--- src/rtl/flash_rdcache.sv ---
// Direct-mapped read-only line cache in front of the SPI flash reader; misses fetch the whole line as a sequential word burst.
// Optional macro FLASH_RDCACHE_INVAL_EN adds an `inval` input that flushes every line.
module flash_rdcache #(
    parameter int LINE_WORDS = 4,
    parameter int NUM_LINES  = 16
) (
    input  logic        clk,
    input  logic        resetn,
    input  logic        cpu_valid,
    output logic        cpu_ready,
    input  logic [23:0] cpu_addr,
    output logic [31:0] cpu_rdata,
    output logic        mem_valid,
    input  logic        mem_ready,
    output logic [23:0] mem_addr,
    input  logic [31:0] mem_rdata
`ifdef FLASH_RDCACHE_INVAL_EN
    ,
    input  logic        inval
`endif
);
    localparam int WB = $clog2(LINE_WORDS);
    localparam int OB = WB + 2;
    localparam int IB = $clog2(NUM_LINES);
    localparam int TW = 24 - OB - IB;

    typedef enum logic [1:0] {S_IDLE, S_FILL, S_DONE} state_t;

    state_t r_state;
    state_t w_next;

    logic                 r_cpu_ready;
    logic [31:0]          r_cpu_rdata;
    logic                 r_mem_valid;
    logic [23:0]          r_mem_addr;
    logic [NUM_LINES-1:0] r_valid;
    logic [TW-1:0]        r_tag  [NUM_LINES];
    logic [31:0]          r_data [NUM_LINES*LINE_WORDS];
    logic [WB-1:0]        r_cnt;
    logic [WB-1:0]        r_loff;
    logic [IB-1:0]        r_lidx;
    logic [TW-1:0]        r_ltag;
    logic                 r_sticky;

    logic [WB-1:0] w_off;
    logic [IB-1:0] w_idx;
    logic [TW-1:0] w_tag;
    logic          w_hit;
    logic          w_new_req;
    logic          w_last;
    logic          w_inval;

    assign w_off     = cpu_addr[OB-1:2];
    assign w_idx     = cpu_addr[OB+IB-1:OB];
    assign w_tag     = cpu_addr[23:OB+IB];
    assign w_hit     = r_valid[w_idx] && (r_tag[w_idx] == w_tag);
    assign w_new_req = cpu_valid && !r_cpu_ready && (r_state == S_IDLE);
    assign w_last    = mem_ready && (r_cnt == WB'(LINE_WORDS - 1));

`ifdef FLASH_RDCACHE_INVAL_EN
    assign w_inval = inval;
`else
    assign w_inval = 1'b0;
`endif

    assign cpu_ready = r_cpu_ready;
    assign cpu_rdata = r_cpu_rdata;
    assign mem_valid = r_mem_valid;
    assign mem_addr  = r_mem_addr;

    always_ff @(posedge clk) begin
        if (!resetn) r_state <= S_IDLE;
        else         r_state <= w_next;
    end

    always_comb begin
        w_next = r_state;
        case (r_state)
            S_IDLE:  if (w_new_req && !w_hit) w_next = S_FILL;
            S_FILL:  if (w_last) w_next = S_DONE;
            S_DONE:  w_next = S_IDLE;
            default: w_next = S_IDLE;
        endcase
    end

    always_ff @(posedge clk) begin
        if (!resetn) begin
            r_cpu_ready <= 1'b0;
            r_cpu_rdata <= '0;
            r_mem_valid <= 1'b0;
            r_mem_addr  <= '0;
            r_valid     <= '0;
            r_cnt       <= '0;
            r_sticky    <= 1'b0;
        end else begin
            r_cpu_ready <= 1'b0;
            case (r_state)
                S_IDLE: begin
                    if (w_new_req && w_hit) begin
                        r_cpu_ready <= 1'b1;
                        r_cpu_rdata <= r_data[{w_idx, w_off}];
                    end else if (w_new_req) begin
                        r_mem_valid    <= 1'b1;
                        r_mem_addr     <= {cpu_addr[23:OB], {OB{1'b0}}};
                        r_cnt          <= '0;
                        r_valid[w_idx] <= 1'b0;
                        r_sticky       <= 1'b0;
                    end
                end
                S_FILL: begin
                    if (mem_ready) begin
                        r_cnt <= r_cnt + WB'(1);
                        // The address stays on the last word so it never leaves the line.
                        if (w_last) begin
                            r_mem_valid <= 1'b0;
                            if (!r_sticky && !w_inval) r_valid[r_lidx] <= 1'b1;
                        end else begin
                            r_mem_addr <= r_mem_addr + 24'd4;
                        end
                    end
                end
                S_DONE: begin
                    r_cpu_ready <= 1'b1;
                    r_cpu_rdata <= r_data[{r_lidx, r_loff}];
                end
                default: ;
            endcase
            // Placed last so a flush overrides any valid-bit update in the same cycle.
            if (w_inval) begin
                r_valid <= '0;
                if (r_state == S_FILL) r_sticky <= 1'b1;
            end
        end
    end

    always_ff @(posedge clk) begin
        if (r_state == S_IDLE && w_new_req && !w_hit) begin
            r_lidx <= w_idx;
            r_loff <= w_off;
            r_ltag <= w_tag;
        end
        if (r_state == S_FILL && mem_ready) begin
            r_data[{r_lidx, r_cnt}] <= mem_rdata;
            if (w_last) r_tag[r_lidx] <= r_ltag;
        end
    end
endmodule

--- config.mk ---
export PLATFORM = sky130hd
export DESIGN_NAME = flash_rdcache
export DESIGN_NICKNAME = d
export VERILOG_FILES = /design/src/rtl/flash_rdcache.sv
export SDC_FILE = /design/constraint.sdc
export NUM_CORES = 2
export LEC_CHECK = 0
export ABC_CLOCK_PERIOD_IN_PS = 4300
export BUFFER_PORTS_ARGS = -buffer_cell sky130_fd_sc_hd__buf_2
export CORE_ASPECT_RATIO = 0.6
export CORE_UTILIZATION = 25
export DETAILED_ROUTE_END_ITERATION = 8
export MAX_ROUTING_LAYER = met4
export PLACE_DENSITY = 0.49
export SETUP_SLACK_MARGIN = 0.5
export SLEW_MARGIN = 25
export SYNTH_ARGS = -nofsm -noshare
export SYNTH_HDL_FRONTEND = slang
export SYNTH_SLANG_ARGS = --single-unit
export TNS_END_PERCENT = 10
--- constraint.sdc ---
create_clock -name clk -period 4.3 [get_ports clk]
set_clock_uncertainty 0.1 [all_clocks]
set_input_delay 0.645 -clock clk [delete_from_list [all_inputs] [get_ports clk]]
set_output_delay 0.645 -clock clk [all_outputs]
set_load 0.05 [all_outputs]
Word-level counts from Yosys, hierarchy flattened
Memories as Yosys holds them, arrays and structs flattened. A register that Yosys moved wholly into a read port is not among the register bits.
Index checks and enable logic that the tools add are counted.
Storage, ports and cells
  flip-flop bits (word level): 100
  bits in read-only memories: 0
  bits in latches: 0
  memories: 2
  input bits: 60
  output and inout port bits: 58
  bits in writable memories: 2304
Cells by class
  bitwise operators: 3
  magnitude comparators: 4
  equal/unequal tests: 11
  reductions and logical operators: 21
  shift operators: 0
  muxes and demuxes: 38
  div/mod/pow operators: 0
  multipliers: 0
  add/subtract/negate cells: 2
Memory list
  r_data: words 64, width 32, read ports 2, clocked after Yosys merged registers in 1, wr ports 1, RTL line 38  | logic [31:0] r_data [NUM_LINES*LINE_WORDS];
  r_tag: words 16, width 16, read ports 1, clocked after Yosys merged registers in 0, wr ports 1, RTL line 37  | logic [TW-1:0] r_tag [NUM_LINES];
Operator list (number)
  2-to-1 mux 24 bit: 4
  2-to-1 mux 16 bit: 4
  case mux 32 bit (2 select lines): 1
  case mux 24 bit (2 select lines): 1
  2-to-1 mux 32 bit: 1
  case mux 16 bit (2 select lines): 1
  adder 24 x 3 -> 24 bit, second input constant: 1
  AND 16 bit: 1
  equality test 16 bit: 1
  inverter 16 bit: 1
  OR 16 bit: 1
  inequality test 2 bit, second input constant: 7
  2-to-1 mux 1 bit: 13
  logical AND 1 bit: 11
  < comparator 4 x 5 -> 1 bit, second input constant: 2
  2-to-1 mux 2 bit: 5
  AND reduction 5 bit: 2
  demux 1 bit (select 4 bit): 2
  >= comparator 4 x 1 -> 1 bit, second input constant: 2
  case mux 2 bit (2 select lines): 2
  2-to-1 mux 6 bit: 1
  binary-select mux 1 bit (select 4 bit): 1
  equality test 2 bit, second input constant: 2
  case mux 1 bit (2 select lines): 2
  other kinds (7): 10

Longest topological paths before layout
  depth in word-level cells: 9
  gate-level depth with buffers: 16

Least setup slack after synthesis
No wires, ideal clock.
  path kind: input port to flip-flop
  start point: in mem_ready
  end point: mem r_data[48][0] (enable)
  path buffers: 0
  setup time: 0.461 ns
  cell stages on the path: 4
  data arrival time: 3.376 ns
  data required time: 3.739 ns
  slack: 0.363 ns
  path through: nand2_1 > nor2_1 > nand2_1 > nor3_1
On the way
  longest elaborated chain between the ends: 3
Ends and longest elaborated chain
  start, declared: RTL line 14  | input logic mem_ready,
  logical AND 1 bit: RTL line 142  | if (r_state == S_FILL && mem_ready) begin
  2-to-1 mux 1 bit: RTL line 142
  2-to-1 mux 1 bit (not written as such): RTL line 143  | r_data[{r_lidx, r_cnt}] <= mem_rdata;
  end, declared: RTL line 38
Every way passes these cells.

Worst setup path after layout
  start point: reg r_state[0]
  end point: mem r_data[18][7] (enable)
On the way
  longest elaborated chain between the ends: 4
Ends and longest elaborated chain
  start, declared: RTL line 29  | state_t r_state;
  start signal, assigned: RTL line 73  | else r_state <= w_next;
  equality test 2 x 1 -> 1 bit: RTL line 142
  logical AND 1 bit: RTL line 142
  2-to-1 mux 1 bit: RTL line 142
  2-to-1 mux 1 bit (not written as such): RTL line 143
Every way passes these cells.

==> results.md <==
* Cell area after synthesis at ~110,000 um^2
* H-tree Lvls at 4
* Final HPWL DP at 271 mm
* Die width at 852 um
* Measured slew at the worst slew-check pin at 1.05 ns
* Placed insts at between 10,000 and 15,000
* Worst path required time at 4.76 ns
* Setup TNS at 0 ns
* Avg Cell Area, Syn at 21.3 um^2
* CP max FO at 9
* Placement Setup Slack at 0.0302 ns
* CTS Buf Count at 226
* Critical path class: reg -> reg
* NumNets Final at 5,574
* CP startpoint kind: flip-flop
* Post-CTS sizing at 0
* Setup crit end: r_data[18][7]
* Rows at 186
* Rel. slew slack at 0.301
* Setup WS post-layout at around 0.50 ns
* Sw Ratio at 0.240
* Comb power frac at 0.100
* Global route total overflow at 0
* First-pass iteration count of the detailed router at 5
* Fin cells at 11,456
* Share of power burned in registers at 0.493
* Mapped Cells at 5,081
* CTS root buf: clkbuf_16
* Final hold vios at 0
* Core footprint at 430,000 um^2
* Final Cycle Share at 0.884
* Clk slew on worst S/H paths at ~0.070 ns
* Layout cells sized above 1 at 0.416
* R2R Path End: r_data[18][7]
* CP Capture Type: flip-flop
* Clk network pwr share at 0.407
* IO Pins at approximately 120
* Die area at between 400,000 and 500,000 um^2
* Sequential area share after synthesis at 0.660
* Synth top area cells: edfxtp_1, mux4_2, dfxtp_1
* Sw Pwr at 12.6 mW
* Peak supply drop at roughly 0.00039 V
* Pint at 40.0 mW
* GR Util All Layers at 0.200
* Arr. time, crit path at about 4.3 ns
* Vias in the first global route at around 61,000
* Skew-Pair Late Insertion Delay at between 0.9 and 1 ns
* Post-synth top cells: edfxtp_1, mux4_2, clkbuf_1
* Number of enable flip-flop cells after synthesis at 2,326
* Hold crit path type: in -> reg
* Register bit total from synthesis at ~2,400
* Starting Density at 0.252
* Clock sinks at 2,408
* CP startpoint: r_state[0]
* Initial antenna violation count at 60
* R2R setup slack at 0.50 ns
* Ys async rst share at 0
* Die Y at slightly above 500 um
* Top-area cell type share of the netlist area at 0.645
* Most common cell in the netlist: edfxtp_1
* Ys Warns at 0
* Max clock buf depth at 4
* RSZ-0062 raised after global routing: no
* Global-route wire length before repair at 576 mm
* Pwr/cell area at 410 nW/um^2
* Vias at around 64,000
* Max Slew Vio Count at 0
* DR DRC count at 0
* Max cap viols at 0
* Final setup vio count at 0
* Status: finished clean
* Routability Congestion at 0.841
* Worst r2r path cells at 6
* Vias per cell at approximately 5.6
* WL final at 434 mm
* Remaining antenna violation count after routing at 0
* WL per Instance at 37.9 um
* 1st-iter DRT viols at ~11,000
* IO Port Bufs at 113
* CTS tree: yes
* Minimum period implied by the final worst setup slack at 3.80 ns
* Synth cell types at 77
* Synth Flop Type: edfxtp_1
* Maximum number of pins on one net before global-route repair at 81
* Filler instances at 41,600
* Cell taking the most area after synthesis: edfxtp_1
* FF-to-FF Start: r_state[0]
* Area delta synth->final at 18.3%
* Max Fclk at about 0.26 GHz
* Pleak at roughly 39 nW
-- cell type report --
cell class                 count  area [um^2]  share of cell area
multi-input combinational   2276        35800               0.279
sequential                  2408        71500               0.558
clock inverter               133         1450              0.0113
timing repair buffer         594         6000              0.0468
inverter                       6         23.8            0.000186
antenna                       24         60.1            0.000469
clock buffer                 281         6130              0.0478
tap                         5734         7170              0.0560
-- stage by stage --
step	util	total power [mW]	cell area, um^2	hold WS [ns]
finish	0.298	52.6	128000	0.0502
detailed placement	0.280	31.6	120000	0.363
global placement	0.280	31.6	120000	0.356
global route	0.298	53.9	128000	0.0151
floorplan	-	29.4	108000	0.353
CTS	0.298	52.8	128000	0.00158
-- layer usage --
metal / wire [um] / up-vias / track usage
met5: 0 / - / -
met4: 9860 / 0 / 0.0405
met3: 56300 / 568 / 0.0642
met2: 177000 / 4328 / 0.265
met1: 191000 / 35529 / 0.296
li1: - / 23337 / -
-- sequential cells by signal, summed over array words and instances, names as in the netlist, named ones only --
signal     cells
r_cnt          2
r_lidx         4
r_loff         2
cpu_ready      1
mem_valid      1
r_state        2
cpu_rdata     32
mem_addr      22
r_ltag        16
r_tag        256
r_valid       16
r_data      2048
-- how the worst min path moves through the flow --
stage,from,end,slack (ns),cells after the start
after floorplan,r_loff[0],flip-flop,0.35,1
after global placement,cpu_rdata[15],cpu_rdata[15],0.36,2
after CTS,cpu_addr[12],r_ltag[4],0.002,1
final,cpu_addr[12],r_ltag[4],0.05,1
after global routing,cpu_addr[12],r_ltag[4],0.02,1
after detailed placement,cpu_rdata[30],cpu_rdata[30],0.36,2
-- cells in the final DEF, fill, tap and decap left out, types with 30 or more instances in the layout --
cell type	instances
edfxtp_1	2326
mux4_2	1269
buf_4	368
clkbuf_16	230
buf_12	132
mux2i_1	106
a21oi_1	88
a22oi_1	80
dfxtp_1	76
nor2_1	75
buf_2	75
nand2_1	73
nor2_4	67
nand3_1	65
clkinv_2	51
o21ai_0	47
mux2_2	40
clkinv_1	35
clkbuf_1	33
bufinv_16	30
-- power groups by stage --
stage | sequential, mW | clock [mW] | combinational (mW)
after floorplan | 26.4 | 0 | 3.04
after global placement | 26.4 | 0 | 5.18
after detailed placement | 26.4 | 0 | 5.20
after CTS | 25.9 | 21.7 | 5.22
after global routing | 25.9 | 22.5 | 5.47
final | 25.9 | 21.4 | 5.26
-- repair_timing --
action                    CTS  global route
hold endpoints to repair   12             0
hold buffers               11             0
buffers inserted            0             0
-- cells by family (layout without fill, tap and decap cells) --
kind of cell	after synthesis	count (layout)	synth area share
other cells	1	26	0.0000346
flops	2408	2408	0.660
simple gates	441	441	0.0191
fa+ha+maj	2	2	0.000231
xor+xnor	12	12	0.000970
buf+inv	398	1014	0.0155
compound gates	398	398	0.0257
mux	1421	1421	0.279
-- worst max-delay path, stage by stage (launching register included) --
cell     delay, ns
dfxtp_1       0.50
nor2b_1       0.40
nand2_1       0.12
nor2_1        0.43
nand2_1       0.60
nor2_4        0.79
buf_4         0.46
Note: power is estimated with default switching activity, not from simulation.
